**config.mk**
```make
export PLATFORM = sky130hd
export DESIGN_NAME = imap_biu_flat
export DESIGN_NICKNAME = d
export VERILOG_FILES = /design/src/rtl/imap_biu_if.sv /design/src/rtl/imap_biu.sv /design/src/flat_wrapper.sv
export SDC_FILE = /design/constraint.sdc
export NUM_CORES = 1
export LEC_CHECK = 0
export ABC_AREA = 1
export BUFFER_PORTS_ARGS = -buffer_cell sky130_fd_sc_hd__clkbuf_2
export CORE_MARGIN = 3
export CORE_UTILIZATION = 45
export CTS_CLUSTER_SIZE = 20
export DETAILED_ROUTE_END_ITERATION = 6
export GPL_ROUTABILITY_DRIVEN = 0
export PLACE_DENSITY = 0.78
export RECOVER_POWER = 25
export SYNTH_ARGS = -nofsm -noshare
export SYNTH_HDL_FRONTEND = slang
export SYNTH_SLANG_ARGS = --single-unit
```
**constraint.sdc**
```tcl
create_clock -name clk -period 1.6 [get_ports clk]
set_input_delay 0.16 -clock clk [delete_from_list [all_inputs] [get_ports clk]]
set_output_delay 0.16 -clock clk [all_outputs]
set_load 0.1 [all_outputs]
```
**src/rtl/imap_biu_if.sv**
```systemverilog
// Burst read channel between the imap bus interface unit and external memory.
// Address phase (AR) and data phase (R) each use a valid/ready handshake.
interface imap_biu_if;
  logic        mem_arvalid;
  logic        mem_arready;
  logic [31:0] mem_araddr;
  logic [7:0]  mem_arlen;
  logic        mem_rvalid;
  logic        mem_rready;
  logic [31:0] mem_rdata;
  logic        mem_rlast;

  // The unit issuing read bursts.
  modport master (
    output mem_arvalid,
    output mem_araddr,
    output mem_arlen,
    output mem_rready,
    input  mem_arready,
    input  mem_rvalid,
    input  mem_rdata,
    input  mem_rlast
  );

  // The memory answering read bursts.
  modport slave (
    input  mem_arvalid,
    input  mem_araddr,
    input  mem_arlen,
    input  mem_rready,
    output mem_arready,
    output mem_rvalid,
    output mem_rdata,
    output mem_rlast
  );
endinterface

```
**src/rtl/imap_biu.sv**
```systemverilog
// Input feature map bus interface unit.
// Fetches a contiguous block of 32-bit words from external memory in bursts
// of at most BURST_LEN beats, one burst outstanding at a time, and writes each
// returned word into the imap buffer exactly one cycle after it is accepted.
module imap_biu #(
  parameter int unsigned BURST_LEN = 16,
  parameter int unsigned LEN_W     = 16
) (
  input  logic             clk,
  input  logic             rst_n,
  input  logic             start,
  input  logic [31:0]      src_addr,
  input  logic [31:0]      dst_addr,
  input  logic [LEN_W-1:0] len,
  output logic             busy,
  output logic             done,
  output logic             err,
  imap_biu_if.master       mem,
  output logic [31:0]      imap_waddr,
  output logic [31:0]      imap_wdata,
  output logic             imap_wen
);

  typedef enum logic [1:0] {
    S_IDLE = 2'd0,
    S_AR   = 2'd1,
    S_R    = 2'd2,
    S_FIN  = 2'd3
  } state_t;

  // Beats in the next burst: the full burst size, or whatever is left when
  // fewer than BURST_LEN words remain.
  function automatic logic [8:0] burst_beats(input logic [LEN_W-1:0] rem);
    logic [31:0] rem_ext;
    rem_ext = 32'(rem);
    if (rem_ext < BURST_LEN) begin
      return 9'(rem_ext);
    end
    return 9'(BURST_LEN);
  endfunction

  state_t           state_q;
  state_t           state_d;

  // Transfer context, loaded on an accepted start.
  logic [31:0]      cur_src_q;
  logic [31:0]      cur_dst_q;
  logic [LEN_W-1:0] rem_q;
  logic [7:0]       beat_cnt_q;
  logic [7:0]       last_idx_q;
  logic             err_q;

  // Registered buffer write port, one cycle behind the accepted beat.
  logic             wen_p1;
  logic [31:0]      waddr_p1;
  logic [31:0]      wdata_p1;

  logic             start_acc;
  logic             ar_hs;
  logic             beat;
  logic             beat_is_last;
  logic             last_beat;
  logic [7:0]       ar_len_m1;

  assign start_acc    = (state_q == S_IDLE) && start;
  assign ar_hs        = (state_q == S_AR) && mem.mem_arready;
  assign beat         = (state_q == S_R) && mem.mem_rvalid;
  assign beat_is_last = (beat_cnt_q == last_idx_q);
  assign last_beat    = beat && beat_is_last;
  assign ar_len_m1    = 8'(burst_beats(rem_q) - 9'd1);

  // State register.
  always_ff @(posedge clk or negedge rst_n) begin
    if (!rst_n) begin
      state_q <= S_IDLE;
    end else begin
      state_q <= state_d;
    end
  end

  // Next-state logic: burst sequencing is driven by the beat counter, never by rlast.
  always_comb begin
    state_d = state_q;
    unique case (state_q)
      S_IDLE: begin
        if (start) begin
          state_d = (len == '0) ? S_FIN : S_AR;
        end
      end
      S_AR: begin
        if (ar_hs) begin
          state_d = S_R;
        end
      end
      S_R: begin
        if (last_beat) begin
          state_d = (rem_q == LEN_W'(1)) ? S_FIN : S_AR;
        end
      end
      S_FIN: begin
        state_d = S_IDLE;
      end
      default: begin
        state_d = S_IDLE;
      end
    endcase
  end

  // Output decode: bus controls follow the state; address/length only while requesting.
  always_comb begin
    busy            = (state_q != S_IDLE);
    done            = (state_q == S_FIN);
    mem.mem_arvalid = (state_q == S_AR);
    mem.mem_araddr  = '0;
    mem.mem_arlen   = '0;
    mem.mem_rready  = (state_q == S_R);
    if (state_q == S_AR) begin
      mem.mem_araddr = cur_src_q;
      mem.mem_arlen  = ar_len_m1;
    end
  end

  // Transfer context: latch on start, size each burst at its handshake, advance per beat.
  always_ff @(posedge clk or negedge rst_n) begin
    if (!rst_n) begin
      cur_src_q  <= '0;
      cur_dst_q  <= '0;
      rem_q      <= '0;
      beat_cnt_q <= '0;
      last_idx_q <= '0;
    end else if (start_acc) begin
      cur_src_q  <= {src_addr[31:2], 2'b00};
      cur_dst_q  <= dst_addr;
      rem_q      <= len;
      beat_cnt_q <= '0;
    end else if (ar_hs) begin
      last_idx_q <= ar_len_m1;
      beat_cnt_q <= '0;
    end else if (beat) begin
      cur_src_q  <= cur_src_q + 32'd4;
      cur_dst_q  <= cur_dst_q + 32'd1;
      rem_q      <= (rem_q != '0) ? rem_q - LEN_W'(1) : rem_q;
      beat_cnt_q <= beat_is_last ? 8'd0 : beat_cnt_q + 8'd1;
    end
  end

  // Sticky framing error: rlast must mark exactly the counted last beat of a burst.
  always_ff @(posedge clk or negedge rst_n) begin
    if (!rst_n) begin
      err_q <= 1'b0;
    end else if (start_acc) begin
      err_q <= 1'b0;
    end else if (beat && (mem.mem_rlast != beat_is_last)) begin
      err_q <= 1'b1;
    end
  end

  // ---- stage p1: buffer write of the beat accepted in the previous cycle ----
  always_ff @(posedge clk or negedge rst_n) begin
    if (!rst_n) begin
      wen_p1   <= 1'b0;
      waddr_p1 <= '0;
      wdata_p1 <= '0;
    end else begin
      wen_p1 <= beat;
      if (beat) begin
        waddr_p1 <= cur_dst_q;
        wdata_p1 <= mem.mem_rdata;
      end
    end
  end

  assign err        = err_q;
  assign imap_wen   = wen_p1;
  assign imap_waddr = waddr_p1;
  assign imap_wdata = wdata_p1;

endmodule

```
**src/flat_wrapper.sv**
```systemverilog
// flat-port wrapper written by rule: the top's interface ports become plain ports
module imap_biu_flat 
#(
  parameter int unsigned BURST_LEN = 16,
  parameter int unsigned LEN_W     = 16
)
  (clk, rst_n, start, src_addr, dst_addr, len, busy, done, err, imap_waddr, imap_wdata, imap_wen, mem_mem_arvalid, mem_mem_araddr, mem_mem_arlen, mem_mem_rready, mem_mem_arready, mem_mem_rvalid, mem_mem_rdata, mem_mem_rlast);
  imap_biu_if mem_i ();
  input  logic clk;
  input  logic rst_n;
  input  logic start;
  input  logic [31:0] src_addr;
  input  logic [31:0] dst_addr;
  input  logic [LEN_W-1:0] len;
  output logic busy;
  output logic done;
  output logic err;
  output logic [31:0] imap_waddr;
  output logic [31:0] imap_wdata;
  output logic imap_wen;
  output wire logic [$bits(mem_i.mem_arvalid)-1:0] mem_mem_arvalid;
  output wire logic [$bits(mem_i.mem_araddr)-1:0] mem_mem_araddr;
  output wire logic [$bits(mem_i.mem_arlen)-1:0] mem_mem_arlen;
  output wire logic [$bits(mem_i.mem_rready)-1:0] mem_mem_rready;
  input wire logic [$bits(mem_i.mem_arready)-1:0] mem_mem_arready;
  input wire logic [$bits(mem_i.mem_rvalid)-1:0] mem_mem_rvalid;
  input wire logic [$bits(mem_i.mem_rdata)-1:0] mem_mem_rdata;
  input wire logic [$bits(mem_i.mem_rlast)-1:0] mem_mem_rlast;
  assign mem_mem_arvalid = mem_i.mem_arvalid;
  assign mem_mem_araddr = mem_i.mem_araddr;
  assign mem_mem_arlen = mem_i.mem_arlen;
  assign mem_mem_rready = mem_i.mem_rready;
  assign mem_i.mem_arready = mem_mem_arready;
  assign mem_i.mem_rvalid = mem_mem_rvalid;
  assign mem_i.mem_rdata = mem_mem_rdata;
  assign mem_i.mem_rlast = mem_mem_rlast;
  imap_biu #(.BURST_LEN(BURST_LEN), .LEN_W(LEN_W)) u_core (.clk(clk), .rst_n(rst_n), .start(start), .src_addr(src_addr), .dst_addr(dst_addr), .len(len), .busy(busy), .done(done), .err(err), .mem(mem_i), .imap_waddr(imap_waddr), .imap_wdata(imap_wdata), .imap_wen(imap_wen));
endmodule
```
=== After elaboration in Yosys (flattened, before gate mapping) ===
Index checks and enable logic that the tools add are counted.

* Bits in registers: 164
* Input port bits: 118
* Output and inout port bits: 110
* Logic and storage cells: 71

* $add $sub $neg: 5
* Magnitude comparators: 1
* Equal/unequal tests: 10
* Multiplexer cells: 27
* Bitwise logic cells: 1
* Reductions and logical operators: 17

{| class="wikitable"
|+ Operators with widths
! kind !! count
|-
| 2-to-1 mux 32 bit || 7
|-
| 2-to-1 mux 16 bit || 4
|-
| 2-to-1 mux 8 bit || 7
|-
| adder 32 x 1 -> 32 bit (second input constant) || 1
|-
| adder 32 x 3 -> 32 bit (second input constant) || 1
|-
| == test 16 x 1 -> 1 bit (second input constant) || 1
|-
| logical NOT 16 bit || 1
|-
| < comparator 16 x 5 -> 1 bit (second input constant) || 1
|-
| nonzero test 16 bit || 1
|-
| subtractor 16 x 1 -> 16 bit (second input constant) || 1
|-
| 2-to-1 mux 2 bit || 5
|-
| adder 8 x 1 -> 8 bit (second input constant) || 1
|-
| == test 8 bit || 1
|-
| case mux 2 bit (4 select lines) || 1
|-
| nonzero test 2 bit || 4
|-
| subtractor 8 x 1 -> 8 bit (second input constant) || 1
|-
| inequality test 2 x 1 -> 1 bit (second input constant) || 3
|-
| AND reduction 3 bit || 2
|-
| logical AND 1 bit || 5
|-
| == test 2 bit (second input constant) || 2
|-
| AND reduction 2 bit || 2
|-
| 2-to-1 mux 1 bit || 3
|-
| nonzero test 3 bit || 1
|-
| == test 2 x 1 -> 1 bit (second input constant) || 1
|-
| other kinds (4) || 4
|}

=== Logic depth before layout (Yosys ltp) ===
* Depth after elaboration: 5
* Gate-level depth with buffers: 12
* Depth with buffers taken out: 12

=== Worst setup path before layout ===
Ideal clock, no wire load.

* Path type: reg-to-output
* From: register u_core.state_q[0]
* To: output mem_mem_arlen[5]
* Arrival: 3,776 ps
* Data required time: 1,440 ps
* Path slack: -2,336 ps
* Cell stages (with the launch flop): 6
* Cell sequence: dfrtp_1 -> inv_1 -> nor2_2 -> inv_2 -> buf_2 -> nor3_1

* Longest elaborated chain between the ends: 2

{| class="wikitable"
|+ RTL lines
! item !! line !! source
|-
| start: declaration || imap_biu.sv:42 || <nowiki>state_t state_q;</nowiki>
|-
| start signal: assignment || imap_biu.sv:77 || <nowiki>state_q <= state_d;</nowiki>
|-
| == test 2 x 1 -> 1 bit || n/a ||
|-
| net mem_mem_arvalid || flat_wrapper.sv:21 || <nowiki>output wire logic [$bits(mem_i.mem_arvalid)-1:0] mem_mem_arvalid;</nowiki>
|-
| 2-to-1 mux 8 bit || imap_biu.sv:117 || <nowiki>if (state_q == S_AR) begin</nowiki>
|-
| end: declaration || flat_wrapper.sv:23 || <nowiki>output wire logic [$bits(mem_i.mem_arlen)-1:0] mem_mem_arlen;</nowiki>
|}

The timed path passes the listed nets, and every way through them passes these cells.

=== Worst setup path after layout ===
* From: register u_core.rem_q[10]
* To: output mem_mem_arlen[2]

* Longest elaborated chain between the ends: 5

{| class="wikitable"
|+ RTL lines
! item !! line !! source
|-
| start: declaration || imap_biu.sv:48 || <nowiki>logic [LEN_W-1:0] rem_q;</nowiki>
|-
| start signal: assignment || imap_biu.sv:134 || <nowiki>rem_q <= len;</nowiki>
|-
| start signal: assignment || imap_biu.sv:142 || <nowiki>rem_q <= (rem_q != '0) ? rem_q - LEN_W'(1) : rem_q;</nowiki>
|-
| < comparator 16 x 5 -> 1 bit || imap_biu.sv:36 || <nowiki>if (rem_ext < BURST_LEN) begin</nowiki>
|-
| 2-to-1 mux 1 bit || imap_biu.sv:36 ||
|-
| 2-to-1 mux 8 bit || imap_biu.sv:39 || <nowiki>return 9'(BURST_LEN);</nowiki>
|-
| subtractor 8 x 1 -> 8 bit || imap_biu.sv:70 || <nowiki>assign ar_len_m1 = 8'(burst_beats(rem_q) - 9'd1);</nowiki>
|-
| 2-to-1 mux 8 bit || imap_biu.sv:117 ||
|}

No other way between the ends.

==> impl_results.md <==
* Skew final at 0.01159 ns
* Worst setup path category: reg -> out
* I/O Buffers at 223
* DRC errors left at 0
* First-pass GRT wire length at 51.35 mm
* Clock Power Share at 10.7%
* Row Count at 52
* Hold path cells at 3
* Total number of vias at 11729
* I/O pin cnt at 228
* Post-synthesis sequential area ratio at 42.39%
* Commonest cells post-synth: 476 x nand2_1, 175 x nor2_1, 162 x dfrtp_1, 110 x inv_1, 82 x o21ai_0
* Peak Freq at 415.0 MHz
* Crit path required time at 1.44 ns
* Worst setup SP type: flop
* Layout Nets at 1897
* Count leader, synth: nand2_1
* Layout cell share with drive strength beyond 1 at 40.20%
* Register Area at 4064 µm²
* Initial DRT Pass Iterations at 6
* Hold WC Path Type: in -> reg
* CTS Buffer Depth at 2
* Int Power at 17.27 mW
* WL per Instance at 19.54 µm
* RR Startpoint: u_core.rem_q[10]
* Vias per cell at 5.705
* Critical path arrival at 2.25 ns
* Antenna Nets Post-Route at 0
* Worst reg2reg setup slack at -0.31 ns
* Post-synth EDFFs at 0
* Pwr Density at 2476 nW/µm²
* WL final at 40.18 mm
* Leak at 7.623 nW
* # diodes at 0
* Status: finished, violations left
* Pin count of the biggest net entering global routing at 79
* GRT overflow at 0
* Max_slew headroom at 31.42%
* Clock root buffer: clkbuf_16
* CTS Buf Count at 17
* Clock transition at the registers of the reported paths at 0.07 ns
* Max-Cap Viols at 0
* Area leader, netlist: dfrtp_1
* RR Endpoint: u_core.last_idx_q[4]
* Dominant synthesized flop cell: dfrtp_1
* Final Cycle Share at 150.6%
* Clock sinks at 162
* DIE AREA at 23040 µm²
* TritonCTS clock tree: yes
* Final-report hold violation count at 0
* #FFs+latches synth at 162
* Synthesized area per cell at 6.940 µm²
* Critical Path Sink Type: output port
* Crit path from: u_core.rem_q[10]
* Psw at 22.18 mW
* Least-Margin Pin Slew at 1.029 ns
* Post-synth top area share at 42.39%
* Max IR drop VDD at 2187 µV
* Die height at 151.8 µm
* CORE AREA at 20560 µm²
* FF-to-FF path depth at 14
* Synthesized instance count at 1378
* Gr usage total at 27.94%
* Yosys warning total at 0
* Pins Over Slew Limit at 0
* RSZ-0062 raised after global routing: yes
* Initial antenna violation count at 1
* Number of fill cells at 1242
* Sequential power share at 19.2%
* Final hold slack at 0.01693 ns
* Synth unique cells at 44
* Initial DRC count at 1467
* Vias in the first global route at 10551
* Placed cell count at 1893
* Synth area leaders: dfrtp_1 42%, nand2_1 19%, nor2_1 6.9%, inv_1 4.3%, o21ai_0 4.3%
* Mapped Area at 9563 µm²
* Area Growth Syn to Fin at 66.60%
* Area taken by multi-input logic gates at 5917 µm²
* Failing checks: negative setup slack
* DIE WIDTH at 151.8 µm
* Hpwl dp at 21.95 mm
* Final worst slack at -0.8096 ns
* Initial core utilization at 46.51%
* Post-synth ARST share at 100.0%
* Gate power share at 70.1%
* Crit path time final at 2.410 ns
* Clk_lat worst skew at 0.43 ns
* Final cell count without fillers at 2056
* # setup viols final at 119
* Switching part of the total power at 56.23%
* H-tree level count at 4
* Hold worst-path end: u_core.cur_src_q[25]
* HP Start: src_addr[25]
* CP Max Fanout at 3
## registers in the layout (all words and copies together) (netlist names), 2 cells and up
register           count
u_core.beat_cnt_q      8
u_core.cur_dst_q      32
u_core.cur_src_q      30
u_core.imap_waddr     32
u_core.imap_wdata     32
u_core.last_idx_q      8
u_core.rem_q          16
u_core.state_q         2
## layer usage
metal,GRT usage (%),wire length [µm]
met1,35.20,14180
met5,0,13
met2,47.71,19130
met4,11.50,2522
met3,4.700,4335
## stage by stage
stage | setup TNS, ns | power (mW) | util (%) | area, µm² | setup WS (ns)
6_report | -18.86 | 39.45 | 77.49 | 15930 | -0.8096
5_1_grt | -26.28 | 41.00 | 77.49 | 15930 | -0.8948
4_1_cts | -14.93 | 34.98 | 68.64 | 14110 | -0.7457
3_5_place_dp | -1.150 | 28.88 | 60.38 | 12410 | -0.3803
3_3_place_gp | -0.7434 | 28.47 | 60.38 | 12410 | -0.3180
2_1_floorplan | -53.58 | 22.87 | - | 9967 | -0.6106
## power groups by stage
stage / combinational, mW / clock (mW) / sequential [mW]
6_report: 27.6 / 4.22 / 7.59
5_1_grt: 28.8 / 4.43 / 7.72
4_1_cts: 23.4 / 4.24 / 7.30
3_5_place_dp: 21.5 / 0 / 7.36
3_3_place_gp: 21.2 / 0 / 7.28
2_1_floorplan: 10.3 / 0 / 12.5
## how the worst max path moves through the flow
stage,slack [ns],cells after the start,to
global placement,-0.32,12,mem_mem_arlen[2]
CTS,-0.75,12,mem_mem_arlen[2]
detailed placement,-0.38,12,mem_mem_arlen[2]
global route,-0.89,12,mem_mem_arlen[2]
floorplan,-0.61,5,mem_mem_arlen[5]
finish,-0.81,12,mem_mem_arlen[2]
## layout make-up
class	count	share of cell area, %
Clock buffer	18	2.694
Clock inverter	14	1.037
Sequential cell	162	25.51
Timing Repair Buffer	421	27.15
Timing Repair inverter	7	0.5183
Multi-Input combinational cell	1033	37.14
Tap cell	270	2.120
Inverter	131	3.833
## critical path, stage by stage, from the launching register on
cell,delay [ns]
dfrtp_1,0.40
nor2_2,0.18
nand2_2,0.10
nor2_4,0.15
nand2_4,0.07
inv_4,0.08
nand2_4,0.05
ha_4,0.17
inv_4,0.07
xor2_2,0.18
inv_2,0.06
nor2_4,0.12
buf_12,0.19
## placed cells by master, fill, tap and decap left out, types with 7 or more instances in the layout
| cell type | n |
|---|---|
| xor2_1 | 13 |
| nor3_1 | 7 |
| inv_6 | 8 |
| nand4_1 | 13 |
| inv_1 | 100 |
| clkbuf_2 | 181 |
| inv_2 | 16 |
| buf_12 | 64 |
| dlygate4sd3_1 | 36 |
| a21oi_2 | 12 |
| dfrtp_2 | 8 |
| nor2_2 | 34 |
| nor2_1 | 101 |
| o21ai_0 | 42 |
| buf_4 | 72 |
| nand2_4 | 21 |
| nand2_1 | 425 |
| clkbuf_16 | 39 |
| nand3_1 | 62 |
| o21ai_1 | 65 |
| buf_16 | 9 |
| inv_8 | 7 |
| nor2_4 | 58 |
| o21ai_2 | 39 |
| nand3_2 | 7 |
| dfrtp_1 | 154 |
| a21oi_1 | 14 |
| buf_6 | 31 |
| nand2_2 | 37 |
## cells by family after synthesis
| family | after synthesis | synth area share [%] |
|---|---|---|
| XOR/XNOR | 18 | 1.649 |
| AO/OA/AOI/OAI | 213 | 11.91 |
| other | 1 | 0.03921 |
| AND/OR/NAND/NOR | 794 | 34.57 |
| adder cells (fa/ha/maj) | 6 | 0.7850 |
| flip-flops | 162 | 42.39 |
| buffers and inverters | 184 | 8.661 |
## what timing repair did
action                     4_1_cts  5_1_grt
pin swaps                       28       83
setup endpoints to repair       54      195
buffers inserted                27       45
cloned                           7       28
hold buffers                    36        0
gates resized for setup         74      314
hold endpoints to repair        69        0
Note: power is estimated with default switching activity, not from simulation.
